<file path="config.mk">
export PLATFORM = sky130hd
export DESIGN_NAME = wb_master_bridge
export DESIGN_NICKNAME = d
export VERILOG_FILES = /design/src/rtl/wb_master_bridge.sv
export SDC_FILE = /design/constraint.sdc
export NUM_CORES = 1
export LEC_CHECK = 0
export BUFFER_PORTS_ARGS = -buffer_cell sky130_fd_sc_hd__buf_2
export CAP_MARGIN = 20
export CORE_MARGIN = 4
export CORE_UTILIZATION = 51
export CTS_BUF_LIST = sky130_fd_sc_hd__clkbuf_4 sky130_fd_sc_hd__clkbuf_8
export CTS_CLUSTER_SIZE = 30
export DETAILED_ROUTE_END_ITERATION = 8
export PLACE_DENSITY_LB_ADDON = 0.05
export SETUP_SLACK_MARGIN = 0.15
export SYNTH_ARGS = -nofsm -noshare
export SYNTH_HDL_FRONTEND = slang
export SYNTH_SLANG_ARGS = --single-unit
</file>
<file path="constraint.sdc">
create_clock -name clk_i -period 3 [get_ports clk_i]
set_clock_uncertainty 0.15 [all_clocks]
set_input_delay 0.45 -clock clk_i [delete_from_list [all_inputs] [get_ports clk_i]]
set_output_delay 0.45 -clock clk_i [all_outputs]
set_load 0.02 [all_outputs]
</file>
<file path="src/rtl/wb_master_bridge.sv">
// Wishbone classic-cycle initiator: one valid/ready command becomes one bus cycle and one response.
// Define WB_MASTER_TIMEOUT_EN to abort cycles that are not acked within TIMEOUT_CYCLES.
module wb_master_bridge #(
    parameter int unsigned WB_DATA_WIDTH  = 32,
    parameter int unsigned WB_ADDR_WIDTH  = 32,
    parameter int unsigned TIMEOUT_CYCLES = 256,
    parameter int unsigned ERR_CNT_WIDTH  = 16
) (
    input  logic                       clk_i,
    input  logic                       rst_n_i,
    input  logic                       cmd_valid_i,
    output logic                       cmd_ready_o,
    input  logic                       cmd_we_i,
    input  logic [WB_ADDR_WIDTH-1:0]   cmd_addr_i,
    input  logic [WB_DATA_WIDTH-1:0]   cmd_data_i,
    input  logic [WB_DATA_WIDTH/8-1:0] cmd_sel_i,
    output logic                       rsp_valid_o,
    input  logic                       rsp_ready_i,
    output logic [WB_DATA_WIDTH-1:0]   rsp_data_o,
    output logic                       rsp_err_o,
    output logic [WB_DATA_WIDTH-1:0]   wb_data_o,
    input  logic [WB_DATA_WIDTH-1:0]   wb_data_i,
    output logic [WB_ADDR_WIDTH-1:0]   wb_addr_o,
    output logic                       wb_we_o,
    output logic                       wb_cyc_o,
    output logic [WB_DATA_WIDTH/8-1:0] wb_stb_o,
    input  logic                       wb_ack_i,
    output logic [ERR_CNT_WIDTH-1:0]   timeout_cnt_o
);

    localparam int unsigned SW = WB_DATA_WIDTH / 8;

    if (TIMEOUT_CYCLES < 2) begin : g_bad_timeout
        $error("TIMEOUT_CYCLES must be at least 2");
    end

    // Handshakes: a transfer happens on a rising edge where valid and ready are both high;
    // valid holds its payload stable until that edge, ready may change freely.
    typedef enum logic [1:0] {IDLE, BUS, RESP} state_t;

    state_t                   state_q, state_d;
    logic                     cmd_ready_d;
    logic                     rsp_valid_d;
    logic [WB_DATA_WIDTH-1:0] rsp_data_d;
    logic [WB_DATA_WIDTH-1:0] wb_data_d;
    logic [WB_ADDR_WIDTH-1:0] wb_addr_d;
    logic                     wb_we_d;
    logic                     wb_cyc_d;
    logic [SW-1:0]            wb_stb_d;

`ifdef WB_MASTER_TIMEOUT_EN
    localparam int unsigned CW = $clog2(TIMEOUT_CYCLES);
    localparam logic [CW-1:0] BUS_LAST = CW'(TIMEOUT_CYCLES - 1);

    logic [CW-1:0]            bus_cnt_q, bus_cnt_d;
    logic                     rsp_err_d;
    logic [ERR_CNT_WIDTH-1:0] timeout_cnt_d;
`else
    assign rsp_err_o     = 1'b0;
    assign timeout_cnt_o = '0;
`endif

    always_comb begin
        state_d     = state_q;
        rsp_valid_d = rsp_valid_o;
        rsp_data_d  = rsp_data_o;
        wb_data_d   = wb_data_o;
        wb_addr_d   = wb_addr_o;
        wb_we_d     = wb_we_o;
        wb_cyc_d    = wb_cyc_o;
        wb_stb_d    = wb_stb_o;
`ifdef WB_MASTER_TIMEOUT_EN
        bus_cnt_d     = bus_cnt_q;
        rsp_err_d     = rsp_err_o;
        timeout_cnt_d = timeout_cnt_o;
`endif
        case (state_q)
            IDLE: begin
                if (cmd_valid_i && cmd_ready_o) begin
                    wb_we_d   = cmd_we_i;
                    wb_addr_d = cmd_addr_i;
                    wb_data_d = cmd_data_i;
                    wb_stb_d  = cmd_sel_i;
                    wb_cyc_d  = 1'b1;
`ifdef WB_MASTER_TIMEOUT_EN
                    bus_cnt_d = '0;
`endif
                    state_d   = BUS;
                end
            end
            BUS: begin
                // Ack takes priority over a timeout expiring in the same cycle.
                if (wb_ack_i) begin
                    rsp_data_d  = wb_we_o ? '0 : wb_data_i;
                    rsp_valid_d = 1'b1;
                    wb_cyc_d    = 1'b0;
                    wb_stb_d    = '0;
`ifdef WB_MASTER_TIMEOUT_EN
                    rsp_err_d   = 1'b0;
`endif
                    state_d     = RESP;
                end
`ifdef WB_MASTER_TIMEOUT_EN
                else if (bus_cnt_q == BUS_LAST) begin
                    rsp_data_d    = '1;
                    rsp_err_d     = 1'b1;
                    rsp_valid_d   = 1'b1;
                    wb_cyc_d      = 1'b0;
                    wb_stb_d      = '0;
                    timeout_cnt_d = (timeout_cnt_o == '1) ? timeout_cnt_o : timeout_cnt_o + 1'b1;
                    state_d       = RESP;
                end else begin
                    bus_cnt_d = bus_cnt_q + 1'b1;
                end
`endif
            end
            RESP: begin
                if (rsp_ready_i) begin
                    rsp_valid_d = 1'b0;
                    state_d     = IDLE;
                end
            end
            default: state_d = IDLE;
        endcase
        cmd_ready_d = (state_d == IDLE);
    end

    always_ff @(posedge clk_i or negedge rst_n_i) begin
        if (!rst_n_i) begin
            state_q     <= IDLE;
            cmd_ready_o <= 1'b0;
            rsp_valid_o <= 1'b0;
            rsp_data_o  <= '0;
            wb_data_o   <= '0;
            wb_addr_o   <= '0;
            wb_we_o     <= 1'b0;
            wb_cyc_o    <= 1'b0;
            wb_stb_o    <= '0;
        end else begin
            state_q     <= state_d;
            cmd_ready_o <= cmd_ready_d;
            rsp_valid_o <= rsp_valid_d;
            rsp_data_o  <= rsp_data_d;
            wb_data_o   <= wb_data_d;
            wb_addr_o   <= wb_addr_d;
            wb_we_o     <= wb_we_d;
            wb_cyc_o    <= wb_cyc_d;
            wb_stb_o    <= wb_stb_d;
        end
    end

`ifdef WB_MASTER_TIMEOUT_EN
    always_ff @(posedge clk_i or negedge rst_n_i) begin
        if (!rst_n_i) begin
            bus_cnt_q     <= '0;
            rsp_err_o     <= 1'b0;
            timeout_cnt_o <= '0;
        end else begin
            bus_cnt_q     <= bus_cnt_d;
            rsp_err_o     <= rsp_err_d;
            timeout_cnt_o <= timeout_cnt_d;
        end
    end
`endif

endmodule
</file>
==> results.md, run 1 <==
* Post-CTS setup buffers at 0
* # diodes at 0
* Post-DRT Antenna Nets at 0
* Area share of the largest cell type after synthesis at 58.40%
* DRT iter0 DRCs at 69
* Share of flip-flops with an asynchronous set or reset at 100.0%
* Largest net degree at the start of global routing at 67
* Cell count after synthesis at 323
* Netlist cell types at 24
* Fin. max-slew vios at 0
* Maximum VDD drop at 0.5560 mV
* Delay-heaviest family, CP: flip-flops
* Status: completed
* CTS tree: yes
* CP startpoint kind: flip-flop
* #FFs+latches synth at 106
* Worst path slowest cell: dfrtp_1
* Gr usage total at 19.12%
* Final Cell Area at 0.005778 mm2
* Final hold violations at 0
* Minimum clock period at 1936 ps
* # Max-Cap Violations at 0
* Worst path arrival time at 2020 ps
* Core area at 0.008678 mm2
* Slew @ Worst Pin at 552.7 ps
* Synth top area cells: dfrtp_1 58%, mux2_4 20%, nand2b_1 4.4%, o21ai_0 3.5%, nand2_1 2.9%
* Type of the most critical hold path: in -> reg
* TritonCTS Buffers at 9
* FF-to-FF setup slack at 1060 ps
* Clock sink count at 106
* Register area share after synthesis at 58.40%
* Final Wtd Congestion at 0.7681
* Setup_tns at 0 ps
* Overflow after GRT at 0
* Die Height at 102.4 um
* Synth Flop Type: dfrtp_1
* Final setup violation count at 0
* Initial core utilization at 52.34%
* Total power at 6.588 mW
* Tcrit/Tclk final at 64.53%
* Synth Cell Area at 0.004542 mm2
* Routed len/inst at 15.66 um
* Antenna violations before repair at 0
* Drt pass-1 iters at 4
* Drt total wl at 10.07 mm
* Clock buffer depth at 2
* Max incr delay on CP at 460 ps
* Area grow syn2layout at 27.22%
* Clock slew at reported path FFs at 90 ps
* Final Net Count at 637
* Placement Cell Area at 0.005547 mm2
* CP Cell Sequence: nor4bb_4, buf_12, mux2_2
* Row cnt at 34
* Crit. End Element: flip-flop
* DRC at 0
* Synth area leader: dfrtp_1
* Max_slew headroom at 63.15%
* Leakage power figure at 3.069 nW
* Vias in the first global route at 3125
* Count of flip-flops with a built-in enable after synthesis at 0
* Dpl hpwl at 7.393 mm
* CTS Root Cell: clkbuf_8
* F_max at 0.5166 GHz
* # port buffers at 209
* Crit Path Max Fanout at 59
* Setup repair after global routing missed its margin: no
* Crit path buffers/inverters at 1
* Share of cells above drive strength 1 at 54.77%
* DIE AREA at 0.01048 mm2
* WP data required at 3080 ps
* First-pass GRT wire length at 15.51 mm
* Clk Latency, worst-skew pair at 350 ps
* Synth Area per Inst at 14.06 um2
* Yosys warning total at 0
* Io pins at 227
* Routed vias at 3056
* Die width at 102.4 um
* Pwr per Cell Area at 1140 mW/mm2
* H-tree depth at 3
* Crit Path Category: reg -> reg
* Vias per cell at 4.753
cell type report:
class                      count  area (um2)
clock buffer                  11       145.1
clock inverter                 4       76.32
tap                          108       135.1
inverter                       2       7.507
timing repair buffer         216        1129
multi-input combinational    196        1633
fill                         683        2900
sequential                   106        2653
power breakdown:
| group | internal [mW] | switching [mW] | total, mW |
|---|---|---|---|
| registers | 2.09 | 0.345 | 2.43 |
| clock network | 0.500 | 0.459 | 0.959 |
| logic | 1.48 | 1.72 | 3.19 |
layout by cell type, fill, tap and decap left out:
cell type | netlist | layout
a22o_1 | 4 | 4
mux2_4 | 60 | 60
nand3b_1 | 1 | 1
clkbuf_4 | 0 | 1
clkinv_4 | 0 | 1
and2b_1 | 1 | 1
buf_12 | 6 | 2
a211oi_1 | 1 | 1
clkbuf_8 | 0 | 10
nor4bb_4 | 0 | 1
buf_4 | 17 | 5
nand2_1 | 35 | 35
dfrtp_1 | 106 | 106
nand2b_1 | 32 | 32
mux2_2 | 2 | 2
dlygate4sd3_1 | 0 | 1
bufinv_16 | 0 | 2
conb_1 | 1 | 17
nor2_1 | 2 | 2
clkinvlp_4 | 0 | 1
buf_2 | 5 | 208
inv_1 | 2 | 2
a21o_1 | 2 | 2
mux2_1 | 3 | 3
o21ai_0 | 32 | 32
a21oi_1 | 3 | 3
sequential cells by signal (all words and copies together) (netlist names):
name and cells:
cmd_ready_o 1, rsp_data_o 32, rsp_valid_o 1, state_q 2
wb_addr_o 32, wb_cyc_o 1, wb_data_o 32, wb_stb_o 4
wb_we_o 1
layer usage:
layer,GRT usage [%],vias up,part of all wire (%)
met2,31.68,137,48
met4,6.559,0,1.9
li1,-,1455,-
met5,0,-,0
met1,23.64,1448,41
met3,6.212,16,9.6
metrics by stage:
step	std cells	setup slack, ps	hold slack, ps	utilization, %
2_1_floorplan	339	1294	4.409	-
3_3_place_gp	627	1112	245.3	63.91
3_5_place_dp	627	1071	246.1	63.91
4_1_cts	643	1055	145.1	66.58
5_1_grt	643	972.7	148.4	66.58
6_report	643	1064	165.5	66.58
path summary, 6_finish.rpt:
kind | start | end | depth (start not counted)
max in group asynchronous | rst_n_i | wb_data_o[19] | 3
worst max-delay path | state_q[1] | wb_data_o[31] | 3
min in group asynchronous | rst_n_i | wb_data_o[16] | 2
worst max register to register | state_q[1] | wb_data_o[31] | 3
worst min register to register | rsp_data_o[5] | rsp_data_o[5] | 2
worst min-delay path | cmd_data_i[28] | wb_data_o[28] | 2
cell usage after synthesis (2+ instances only):
| master | instances |
|---|---|
| o21ai_0 | 32 |
| dfrtp_1 | 106 |
| buf_2 | 5 |
| buf_12 | 6 |
| nand2b_1 | 32 |
| a22o_1 | 4 |
| inv_1 | 2 |
| a21oi_1 | 3 |
| nand2_1 | 35 |
| mux2_2 | 2 |
| buf_4 | 17 |
| mux2_4 | 60 |
| mux2_1 | 3 |
| nor2_1 | 2 |
| a21o_1 | 2 |
| clkbuf_1 | 4 |
cells by family (layout without fill, tap and decap cells):
group	Yosys count	count (layout)	synth area share [%]
AOI/OAI and AO/OA	42	42	5.124
and+or+nand+nor	72	72	8.155
muxes	65	65	21.07
DFF	106	106	58.40
other	1	17	0.08257
buffers and inverters	37	233	7.162
worst reg2reg max path: cells and delay by family (launching register included):
kind	cells	cell delay, ps
mux	1	430
simple gates	1	360
buf+inv	1	410
flops	1	460
what timing repair did:
item	4_1_cts	5_1_grt
resized for setup	0	0
hold buffers	1	0
setup endpoints to repair	0	0
hold endpoints to repair	27	0
(Power assumes the default switching activity.)
==> inputs of run 2 (changes only) <==
CORE_UTILIZATION = 43   (was 51)
clock period = 1.6 ns   (was 3 ns; I/O delays follow)
==> results.md, run 2 (synthesis gave the netlist of run 1 again) <==
* Final Wtd Congestion at 0.7905
* Leakage power figure at 3.824 nW
* Overflow after GRT at 0
* # port buffers at 209
* Placement Cell Area at 0.005766 mm2
* DRT iter0 DRCs at 114
* Commonest non-fill, non-tap cell in the layout: buf_2
* CP Cell Sequence: nor4bb_4, buf_6, clkbuf_16, clkbuf_16, mux2_4
* Minimum clock period at 1750 ps
* Net Sw Frac at 38.68%
* Io pins at 227
* First-pass GRT wire length at 19.87 mm
* CTS Root Cell: clkbuf_8
* Clk Latency, worst-skew pair at 370 ps
* Final hold violations at 0
* Clock sink count at 106
* Drt total wl at 13.33 mm
* Vias per cell at 4.589
* Worst path slowest cell: dfrtp_1
* Clock slew at reported path FFs at 90 ps
* Initial core utilization at 43.99%
* CTS tree: yes
* Max incr delay on CP at 420 ps
* Worst path arrival time at 1860 ps
* Dpl hpwl at 8.176 mm
* Post-DRT Antenna Nets at 0
* # diodes at 0
* Drt pass-1 iters at 4
* Failing checks: negative setup slack
* F_max at 0.5716 GHz
* Crit-path most repeated cell: clkbuf_16
* H-tree depth at 3
* Internal Power at 8.350 mW
* Largest regs: rsp_data_o (32), wb_addr_o (32), wb_data_o (32)
* Routed len/inst at 16.43 um
* Min Hold Slack at 121.9 ps
* Die width at 110.8 um
* Type of the most critical hold path: in -> async
* Share of cells above drive strength 1 at 53.78%
* Part of the power in registers at 34.1%
* Vias in the first global route at 3926
* DIE AREA at 0.01227 mm2
* Row cnt at 37
* Comb pwr share at 55.3%
* Setup repair after global routing missed its margin: yes
* Total power at 13.62 mW
* Final setup violation count at 70
* Clk pwr share at 10.5%
* Crit. End Element: flip-flop
* WP data required at 1710 ps
* DRC at 0
* Final worst-path setup slack at -149.5 ps
* Die Height at 110.8 um
* Final Net Count at 777
* Clock buffer depth at 2
* Setup_tns at -7868 ps
* Core area at 0.01032 mm2
* Commonest non-fill, non-tap cells in the layout: 208 x buf_2, 104 x dlygate4sd3_1, 104 x dfrtp_1, 61 x mux2_4, 32 x nand2b_1
* TritonCTS Buffers at 9
* Crit Path Category: reg -> reg
* CP startpoint kind: flip-flop
* P_sw at 5.268 mW
* Status: finished, violations left
* # Max-Cap Violations at 0
* Tcrit/Tclk final at 109.3%
* Routed vias at 3722
* Maximum VDD drop at 1.059 mV
* Pwr per Cell Area at 1812 mW/mm2
* Largest net degree at the start of global routing at 42
* Crit Path Max Fanout at 5
* Final Cell Area at 0.007517 mm2
* Fin. max-slew vios at 0
* Antenna violations before repair at 0
* Gr usage total at 20.02%
* Area grow syn2layout at 65.51%
[run 2: changes by cell type in the layout (fill, tap and decap cells not counted), sizes merged]
cell / delta
buf: +26
clkinvlp: -1
dlygate4sd3: +103
bufinv: -2
clkbuf: +11
clkinv: +3
[run 2: cell type report]
cell class                      instances  area [um2]
Clock buffer                           11       138.9
Clock inverter                          4       20.02
Fill cell                             698        2806
Inverter                                2       7.507
Multi-Input combinational cell        196        1733
Sequential cell                       106        2655
Tap cell                              136       170.2
Timing Repair Buffer                  356        2793
[run 2: worst paths after layout]
path	startpoint	endpoint	slack, ps	cells after the start
max	state_q[0]	wb_data_o[11]	-150	5
min	rst_n_i	wb_addr_o[6]	120	2
max reg2reg	state_q[0]	wb_data_o[11]	-150	5
min reg2reg	rsp_data_o[2]	rsp_data_o[2]	330	2
max in group asynchronous	rst_n_i	wb_we_o	680	3
min in group clk_i	rsp_data_o[2]	rsp_data_o[2]	330	2
[run 2: critical path: cells and delay by family (launching register included)]
family | cells | cell delay, ps
buffers and inverters | 3 | 480
flip-flops | 1 | 420
AND/OR/NAND/NOR | 1 | 300
multiplexers | 1 | 290
[run 2: per-layer routing]
layer | up-vias | global-route usage, % | routed length [um]
met3 | 17 | 8.242 | 1012
met1 | 1806 | 23.46 | 5261
li1 | 1745 | - | -
met2 | 154 | 33.74 | 6845
met5 | - | 0 | 0
met4 | 0 | 5.911 | 209
[run 2: stage by stage]
| step | setup WS, ps | std cells | utilization (%) |
|---|---|---|---|
| 3_3_place_gp | -99.83 | 671 | 55.85 |
| 2_1_floorplan | -45.01 | 339 | - |
| 5_1_grt | -192.8 | 811 | 72.82 |
| 3_5_place_dp | -165.3 | 671 | 55.85 |
| 6_report | -149.5 | 811 | 72.82 |
| 4_1_cts | -159.6 | 793 | 67.77 |
[run 2: power groups by stage]
stage,Clock [mW],Sequential (mW),Combinational [mW]
3_5_place_dp,0,4.67,6.35
3_3_place_gp,0,4.64,6.24
4_1_cts,1.51,4.60,6.67
2_1_floorplan,0,6.12,2.88
6_report,1.43,4.65,7.54
5_1_grt,1.61,4.83,7.99
[run 2: repair_timing]
action / in CTS / in global routing
cloned: 0 / 15
hold buffers: 104 / 0
endpoints found under the setup margin: 76 / 103
resized for setup: 3 / 85
endpoints found under the hold margin: 209 / 0
setup buffers: 3 / 3
pin swaps: 1 / 11
